==> src/rtl/serial_adder_pkg.sv <==
// serial_adder shared types and defaults.
// State encoding and default operand width.
package serial_adder_pkg;

  typedef enum logic [1:0] {
    IDLE  = 2'd0,
    SHIFT = 2'd1,
    DONE  = 2'd2
  } state_t;

  localparam int unsigned DEF_WIDTH = 8;

endpackage

==> src/rtl/serial_adder_if.sv <==
// serial_adder request/result bundle.
// master drives operands and start; slave returns the result.
interface serial_adder_if
  import serial_adder_pkg::*;
#(
  parameter int unsigned WIDTH = DEF_WIDTH
) ();

  logic             start;
  logic [WIDTH-1:0] a;
  logic [WIDTH-1:0] b;
  logic             busy;
  logic             done;
  logic [WIDTH-1:0] sum;
  logic             carry_out;

  modport master (
    output start, a, b,
    input  busy, done, sum, carry_out
  );

  modport slave (
    input  start, a, b,
    output busy, done, sum, carry_out
  );

endinterface

==> src/rtl/full_adder.sv <==
// One-bit full adder from two half adders.
// Carries of both halves merge through an OR.
module full_adder (
  input  logic a_i,
  input  logic b_i,
  input  logic c_i,
  output logic s_o,
  output logic c_o
);

  logic s0;
  logic c0;
  logic c1;

  half_adder u_ha0 (
    .a_i (a_i),
    .b_i (b_i),
    .s_o (s0),
    .c_o (c0)
  );

  half_adder u_ha1 (
    .a_i (s0),
    .b_i (c_i),
    .s_o (s_o),
    .c_o (c1)
  );

  assign c_o = c0 | c1;

endmodule

==> src/rtl/half_adder.sv <==
// One-bit half adder.
// Purely combinational building block.
module half_adder (
  input  logic a_i,
  input  logic b_i,
  output logic s_o,
  output logic c_o
);

  assign s_o = a_i ^ b_i;
  assign c_o = a_i & b_i;

endmodule

==> src/rtl/serial_adder.sv <==
// Bit-serial unsigned adder, LSB first, one bit per clock.
// Result and carry publish only on the last bit, with a done pulse.
module serial_adder
  import serial_adder_pkg::*;
#(
  parameter int unsigned WIDTH = DEF_WIDTH
) (
  input  logic             clk,
  input  logic             reset,
  serial_adder_if.slave    bus
);

  localparam int unsigned CW = (WIDTH > 1) ? $clog2(WIDTH) : 1;

  state_t           state_q, state_d;
  logic [WIDTH-1:0] a_sh_q, a_sh_d;
  logic [WIDTH-1:0] b_sh_q, b_sh_d;
  logic [WIDTH-1:0] s_sh_q, s_sh_d;
  logic [WIDTH-1:0] sum_q, sum_d;
  logic [CW-1:0]    cnt_q, cnt_d;
  logic             c_q, c_d;
  logic             co_q, co_d;
  logic             done_q, done_d;

  logic             fa_s;
  logic             fa_c;
  logic [WIDTH-1:0] s_next;

  full_adder u_fa (
    .a_i (a_sh_q[0]),
    .b_i (b_sh_q[0]),
    .c_i (c_q),
    .s_o (fa_s),
    .c_o (fa_c)
  );

  // New bit enters at the MSB so bit 0 ends up at the LSB.
  assign s_next = WIDTH'({fa_s, s_sh_q} >> 1);

  always_comb begin
    state_d = state_q;
    a_sh_d  = a_sh_q;
    b_sh_d  = b_sh_q;
    s_sh_d  = s_sh_q;
    sum_d   = sum_q;
    cnt_d   = cnt_q;
    c_d     = c_q;
    co_d    = co_q;
    done_d  = 1'b0;
    case (state_q)
      IDLE: begin
        if (bus.start) begin
          a_sh_d  = bus.a;
          b_sh_d  = bus.b;
          c_d     = 1'b0;
          cnt_d   = '0;
          state_d = SHIFT;
        end
      end
      SHIFT: begin
        a_sh_d = a_sh_q >> 1;
        b_sh_d = b_sh_q >> 1;
        s_sh_d = s_next;
        c_d    = fa_c;
        cnt_d  = cnt_q + CW'(1);
        if (cnt_q == CW'(WIDTH - 1)) begin
          sum_d   = s_next;
          co_d    = fa_c;
          done_d  = 1'b1;
          state_d = DONE;
        end
      end
      DONE:    state_d = IDLE;
      default: state_d = IDLE;
    endcase
  end

  always_ff @(posedge clk or posedge reset) begin
    if (reset) begin
      state_q <= IDLE;
      a_sh_q  <= '0;
      b_sh_q  <= '0;
      s_sh_q  <= '0;
      sum_q   <= '0;
      cnt_q   <= '0;
      c_q     <= 1'b0;
      co_q    <= 1'b0;
      done_q  <= 1'b0;
    end else begin
      state_q <= state_d;
      a_sh_q  <= a_sh_d;
      b_sh_q  <= b_sh_d;
      s_sh_q  <= s_sh_d;
      sum_q   <= sum_d;
      cnt_q   <= cnt_d;
      c_q     <= c_d;
      co_q    <= co_d;
      done_q  <= done_d;
    end
  end

  assign bus.busy      = (state_q != IDLE);
  assign bus.done      = done_q;
  assign bus.sum       = sum_q;
  assign bus.carry_out = co_q;

endmodule
==> src/flat_wrapper.sv <==
// flat-port wrapper written by rule: the top's interface ports become plain ports
module serial_adder_flat import serial_adder_pkg::*;
#(
  parameter int unsigned WIDTH = DEF_WIDTH
)
  (clk, reset, bus_start, bus_a, bus_b, bus_busy, bus_done, bus_sum, bus_carry_out);
  serial_adder_if #(.WIDTH(WIDTH)) bus_i ();
  input  logic clk;
  input  logic reset;
  input wire logic [$bits(bus_i.start)-1:0] bus_start;
  input wire logic [$bits(bus_i.a)-1:0] bus_a;
  input wire logic [$bits(bus_i.b)-1:0] bus_b;
  output wire logic [$bits(bus_i.busy)-1:0] bus_busy;
  output wire logic [$bits(bus_i.done)-1:0] bus_done;
  output wire logic [$bits(bus_i.sum)-1:0] bus_sum;
  output wire logic [$bits(bus_i.carry_out)-1:0] bus_carry_out;
  assign bus_i.start = bus_start;
  assign bus_i.a = bus_a;
  assign bus_i.b = bus_b;
  assign bus_busy = bus_i.busy;
  assign bus_done = bus_i.done;
  assign bus_sum = bus_i.sum;
  assign bus_carry_out = bus_i.carry_out;
  serial_adder #(.WIDTH(WIDTH)) u_core (.clk(clk), .reset(reset), .bus(bus_i));
endmodule
==> config.mk <==
export PLATFORM = sky130hd
export DESIGN_NAME = serial_adder_flat
export DESIGN_NICKNAME = d
export VERILOG_FILES = /design/src/rtl/serial_adder_pkg.sv /design/src/rtl/serial_adder_if.sv /design/src/rtl/full_adder.sv /design/src/rtl/half_adder.sv /design/src/rtl/serial_adder.sv /design/src/flat_wrapper.sv
export SDC_FILE = /design/constraint.sdc
export NUM_CORES = 1
export LEC_CHECK = 0
export BUFFER_PORTS_ARGS = -buffer_cell sky130_fd_sc_hd__buf_2
export CAP_MARGIN = 20
export CORE_MARGIN = 2
export CORE_UTILIZATION = 45
export DETAILED_ROUTE_END_ITERATION = 16
export GPL_ROUTABILITY_DRIVEN = 0
export GPL_TIMING_DRIVEN = 0
export PLACE_DENSITY_LB_ADDON = 0.25
export SYNTH_ARGS = -nofsm -noshare
export SYNTH_HDL_FRONTEND = slang
export SYNTH_HIERARCHICAL = 1
export SYNTH_SLANG_ARGS = --single-unit
==> constraint.sdc <==
create_clock -name clk -period 2.3 [get_ports clk]
set_clock_uncertainty 0.2 [all_clocks]
set_input_delay 0.115 -clock clk [delete_from_list [all_inputs] [get_ports clk]]
set_output_delay 0.115 -clock clk [all_outputs]
set_load 0.02 [all_outputs]
## Yosys cells after proc, flatten, opt, wreduce, memory -nomap -nowiden

Index checks and enable logic that the tools add are counted.

| storage, ports and cells | value |
|---|---|
| register bits | 40 |
| input port bits | 19 |

| operators by class | value |
|---|---|
| reductions and logical operators | 6 |
| eq/ne operators | 4 |
| $add $sub $neg | 1 |
| muxes and demuxes | 13 |
| bitwise operators | 5 |

Operator list:

| kind | count |
|---|---|
| case mux 8 bit (2 select lines) | 2 |
| 2-to-1 mux 8 bit | 2 |
| case mux 3 bit (2 select lines) | 1 |
| AND reduction 2 bit | 3 |
| 2-to-1 mux 2 bit | 2 |
| case mux 2 bit (2 select lines) | 1 |
| nonzero test 2 bit | 2 |
| adder 3 x 1 -> 3 bit, second input constant | 1 |
| equality test 3 bit, second input constant | 1 |
| 2-to-1 mux 1 bit | 3 |
| 2-to-1 mux 3 bit | 1 |
| bitwise AND 1 bit | 2 |
| equality test 2 x 1 -> 1 bit, second input constant | 1 |
| zero test 2 bit | 1 |
| inequality test 2 x 1 -> 1 bit, second input constant | 1 |
| inequality test 2 bit, second input constant | 1 |
| case mux 1 bit (2 select lines) | 1 |
| XOR 1 bit | 2 |
| bitwise OR 1 bit | 1 |

## Depth between registers and ports, before layout

| logic depth | value |
|---|---|
| depth after elaboration | 4 |
| depth in mapped cells | 5 |
| gate-level depth less buffers | 5 |

## Hierarchy

Netlist, hierarchy kept.

By module, submodules not included:

| module | area an instance (um^2) | cells each | times used |
|---|---|---|---|
| serial_adder | 1716.6 | 152 | 1 |
| half_adder | 12.5 | 1 | 2 |
| full_adder | 6.3 | 1 | 1 |

## Worst setup path before layout

No wires, ideal clock.

| timing path | value |
|---|---|
| kind | flip-flop to flip-flop |
| start point | register u_core.a_sh_q[0] |
| end point | register u_core.co_q, in the netlist u_core/bus.carry_out |
| library setup time | 0.128 ns |
| stages on the path, launching flop included | 5 |
| buffers on the path | 0 |
| data arrival time | 1.327 ns |
| slack | 0.646 ns |
| period minus slack after synthesis | 1.654 ns |
| required time | 1.972 ns |
| cell sequence | dfrtp_1 > ha_1 > ha_1 > or2_1 > mux2_1 |

| between the ends | value |
|---|---|
| longest elaborated chain between the ends | 3 |

Ends and longest elaborated chain:

| item | line | source |
|---|---|---|
| start: declaration | serial_adder.sv:16 | `logic [WIDTH-1:0] a_sh_q, a_sh_d;` |
| start signal: assignment | serial_adder.sv:91 | `a_sh_q <= a_sh_d;` |
| XOR 1 bit | half_adder.sv:10 | `assign s_o = a_i ^ b_i;` |
| net u_core.u_fa.s0 | full_adder.sv:11 | `logic s0;` |
| bitwise AND 1 bit | half_adder.sv:11 | `assign c_o = a_i & b_i;` |
| net u_core.u_fa.c1 | full_adder.sv:13 | `logic c1;` |
| bitwise OR 1 bit | full_adder.sv:29 | `assign c_o = c0 \| c1;` |
| net u_core.fa_c | serial_adder.sv:26 | `logic fa_c;` |
| end signal: assignment | serial_adder.sv:97 | `co_q <= co_d;` |
| end: declaration | serial_adder.sv:22 | `logic co_q, co_d;` |

The timed path passes the listed nets, and every way through them passes these cells.
A chain may end at the register's enable or synchronous reset.

## Worst setup path in the final report

| timing path | value |
|---|---|
| start point | register u_core.state_q[1] |
| end point | output port bus_busy |

| between the ends | value |
|---|---|
| longest elaborated chain between the ends | 1 |

Ends and longest elaborated chain:

| item | line | source |
|---|---|---|
| start: declaration | serial_adder.sv:15 | `state_t state_q, state_d;` |
| start signal: assignment | serial_adder.sv:90 | `state_q <= state_d;` |
| nonzero test 2 bit | serial_adder.sv:102 | `assign bus.busy = (state_q != IDLE);` |
| end: declaration | flat_wrapper.sv:13 | `output wire logic [$bits(bus_i.busy)-1:0] bus_busy;` |

Every way passes these cells.

==> impl_table.tex <==
\begin{tabular}{lr}
\hline
Metric & Value \\
\hline
\multicolumn{2}{l}{\textbf{Synth}} \\
\quad Syn Area/Cell & $\sim$11 um2 \\
\quad Most repeated cell in the gate-level netlist after synthesis & dfrtp\_1 \\
\quad Area share of the largest cell type after synthesis & 0.5583 \\
\quad Number of flops mapped to enable cells by yosys & 0 \\
\quad Synth Register Bits & 39 \\
\quad Proportion of synthesized flip-flops having asynchronous set or reset & 1.000 \\
\quad Unique cell type count in the Yosys netlist & 26 \\
\quad Most used flip-flop cell after synthesis & dfrtp\_1 \\
\quad Top cells by area in the synthesized netlist & dfrtp\_1 (56\%), mux2\_1 (5.8\%), nand2\_1 (5.8\%), nor3b\_1 (3.9\%), ha\_1 (2.9\%) \\
\quad Synthesized netlist net count & roughly 180 \\
\quad Combined area of all synthesized cells & between 0.0015 and 0.002 mm2 \\
\quad Total number of yosys warnings & 6 \\
\quad Cell types with the highest counts after synthesis & dfrtp\_1 (39), nand2\_1 (27), mux2\_1 (9), nor3b\_1 (9), inv\_1 (8) \\
\quad Synthesized instance count & between 150 and 200 \\
\quad Register area share after synthesis & 0.5583 \\
\quad Post-synth top area cell & dfrtp\_1 \\
\multicolumn{2}{l}{\textbf{Timing}} \\
\quad Share of the cycle needed by the critical path after routing & 0.8396 \\
\quad Crit path time final & 1.931 ns \\
\quad Worst hold slack & $\sim$0.0087 ns \\
\quad Worst rel slew slack & 0.4710 \\
\quad Final count of negative-setup-slack endpoints & 0 \\
\quad Setup repair after global routing missed its margin & no \\
\quad Maximum achievable frequency & around 520 MHz \\
\quad Transition time at the pin with the least slew margin & around 0.79 ns \\
\quad Final hold violation count & 0 \\
\quad Final total negative setup slack & 0 ns \\
\quad Max-slew violation count & 0 \\
\multicolumn{2}{l}{\textbf{Pwr}} \\
\quad Comb power frac & 0.409 \\
\quad Static leakage power & around 0.0010 uW \\
\quad Reg power frac & 0.426 \\
\quad Net switching component of the power & $\sim$1100 uW \\
\quad Relative contribution of the clock network to total power & 0.165 \\
\quad Switching fraction of total power & 0.3832 \\
\quad Cell-internal power & 1703 uW \\
\quad Worst IR drop on VDD & $\sim$0.57 mV \\
\quad Total power density per cell area & roughly 1300 mW/mm2 \\
\multicolumn{2}{l}{\textbf{Finish}} \\
\quad Net total in the final layout & approximately 230 \\
\quad Number of antenna repair diodes & 0 \\
\quad Signed area change from the synthesized netlist to the final layout & 23.12\% \\
\quad Ratio of cells with drive above 1 in the final layout & 0.2512 \\
\multicolumn{2}{l}{\textbf{Route}} \\
\quad Number of vias in the routed layout & 1292 \\
\quad Wire length reported by the detailed router & about 3600 um \\
\quad DRC & 0 \\
\quad WL/cell & roughly 14 um \\
\quad Mean number of vias per cell & 5.147 \\
\quad Drt pass-1 iters & 4 \\
\quad Starting DRC count in detailed routing & 59 \\
\quad Detail Route Antenna Nets & 0 \\
\multicolumn{2}{l}{\textbf{Outcome}} \\
\quad Status & complete, no violations \\
\multicolumn{2}{l}{\textbf{Clock tree}} \\
\quad Clock tree from TritonCTS & built \\
\quad Number of buffers added to fix hold violations after cts & 11 \\
\quad Root Buffer & clkbuf\_8 \\
\quad Gates resized, CTS repair & 0 \\
\quad Later-pin clock latency in the skew report & 0.29 ns \\
\quad Buffer levels on the longest clock path & 2 \\
\quad CTS buffer count & 5 \\
\quad Count of buffers added by post-CTS timing repair for setup & 0 \\
\quad Number of H-tree levels & 2 \\
\quad Register clock-pin slew on the reported worst setup and hold paths & $\sim$0.07 ns \\
\quad Clk sink count & 39 \\
\multicolumn{2}{l}{\textbf{Worst setup path}} \\
\quad Worst setup path category & reg2out \\
\quad Crit Reg-Reg Startpoint & u\_core/b\_sh\_q[0] \\
\quad Largest driver fanout on the critical path & 10 \\
\quad Critical path data required time & roughly 2 ns \\
\quad Critical path data arrival time & $\sim$1.6 ns \\
\quad Critical path startpoint category & flip-flop \\
\quad CP endpoint kind & primary output \\
\quad Launching instance or port of the critical path & u\_core/state\_q[1] \\
\multicolumn{2}{l}{\textbf{Global routing}} \\
\quad Antenna violations before repair & 0 \\
\quad Largest net degree at the start of global routing & 40 \\
\quad GRT Residual Overflow & 0 \\
\quad Global-route usage over all layers & 0.1911 \\
\quad Wire length of the first global-routing pass & 6134 um \\
\quad Number of global-route vias before repair & around 1300 \\
\multicolumn{2}{l}{\textbf{Worst hold path}} \\
\quad Hold Startpoint & bus\_b[6] \\
\quad Tightest Hold Check Type & in2reg \\
\multicolumn{2}{l}{\textbf{Placed design}} \\
\quad Detailed-placement wirelength estimate & approximately 2400 um \\
\quad Port bufs & 29 \\
\multicolumn{2}{l}{\textbf{Floorplanning}} \\
\quad Die W & between 60 and 70 um \\
\quad Initial Util & 0.4739 \\
\quad Number of ports placed on the die boundary & 30 \\
\quad Std cell rows & 22 \\
\quad Die Outline Area & 0.004399 mm2 \\
\quad Std-Cell Core Area & $\sim$0.0037 mm2 \\
\quad DIE HEIGHT & 66.33 um \\
\multicolumn{2}{l}{\textbf{Job}} \\
\quad Max capacitance violation total & 0 \\
\hline
\end{tabular}
==> cells in the final DEF, fill, tap and decap left out, drive strengths merged <==
cell type,instances
dfrtp,39
buf,35
nand2,27
dlygate4sd3,11
nor3b,9
mux2,9
inv,8
nor2b,8
a21oi,6
clkbuf,6
nor2,6
o22a,5
o21ai,5
a221oi,4
nand3b,4
a22oi,4
ha,4
a22o,3
clkinvlp,2
o221a,2
nand3,2
clkinv,1
o21bai,1
nand2b,1
or2,1
==> stage by stage <==
step / area (um2) / total power, uW / worst slack (ns) / util / instances
after floorplan: 1748 / 1984 / 0.6457 / - / 155
after global routing: 2152 / 2995 / 0.2347 / 0.5834 / 251
after detailed placement: 1953 / 2309 / 0.5749 / 0.5295 / 232
final: 2152 / 2762 / 0.3688 / 0.5834 / 251
after CTS: 2152 / 2779 / 0.3747 / 0.5834 / 251
after global placement: 1953 / 2241 / 0.6088 / 0.5295 / 232
==> routing by layer <==
layer | wire length (um) | part of all wire | track usage | up-vias
li1 | - | - | - | 634
met1 | 1671 | 0.47 | 0.2734 | 623
met2 | 1667 | 0.47 | 0.2788 | 30
met3 | 150 | 0.042 | 0.04089 | 5
met4 | 65 | 0.018 | 0.08418 | 0
met5 | 0 | 0 | 0 | -
==> flip-flops by register name, summed over array words and instances (netlist names) <==
| register | count |
|---|---|
| u_core/a_sh_q | 8 |
| u_core/b_sh_q | 8 |
| u_core/bus.carry_out | 1 |
| u_core/bus.done | 1 |
| u_core/bus.sum | 8 |
| u_core/c_q | 1 |
| u_core/cnt_q | 3 |
| u_core/s_sh_q | 7 |
| u_core/state_q | 2 |
==> cells by family after synthesis <==
| family | Yosys count | synth area share |
|---|---|---|
| and+or+nand+nor | 58 | 0.1847 |
| buffers and inverters | 15 | 0.03794 |
| DFF | 39 | 0.5583 |
| AOI/OAI and AO/OA | 30 | 0.1324 |
| adders and majority gates | 4 | 0.02863 |
| muxes | 9 | 0.05798 |
==> final timing paths <==
| kind | end | slack [ns] | depth (start not counted) |
|---|---|---|---|
| worst max register to register | u_core/bus.carry_out | 0.56 | 4 |
| max in group asynchronous | u_core/state_q[0] | 1.08 | 3 |
| min in group asynchronous | u_core/a_sh_q[5] | 0.33 | 3 |
| worst max-delay path | bus_busy | 0.37 | 4 |
| worst min-delay path | u_core/b_sh_q[6] | 0.009 | 3 |
| worst min register to register | u_core/bus.carry_out | 0.28 | 1 |
==> worst max-delay path: stages (launching register included) <==
cell and delay, ns:
dfrtp_1 0.45, buf_2 0.22, nor2_1 0.41, inv_1 0.07, buf_2 0.17
==> power by group through the flow <==
stage | combinational [uW] | clock (uW) | sequential (uW)
floorplan | 736 | 0 | 1250
detailed placement | 1120 | 0 | 1190
global route | 1280 | 501 | 1220
global placement | 1070 | 0 | 1170
finish | 1130 | 455 | 1180
CTS | 1140 | 467 | 1170
==> area by class of cell <==
class	instances	area (um2)
plain buffers	7	36.28
repair buffers	40	255.2
inverters	8	30.03
multi-input cells	101	705.7
clock buffers	5	68.82
flip-flops and latches	39	975.9
fillers	328	1536
well taps	48	60.06
clock inverters	3	20.02
Power figures use the tool's default switching activity.
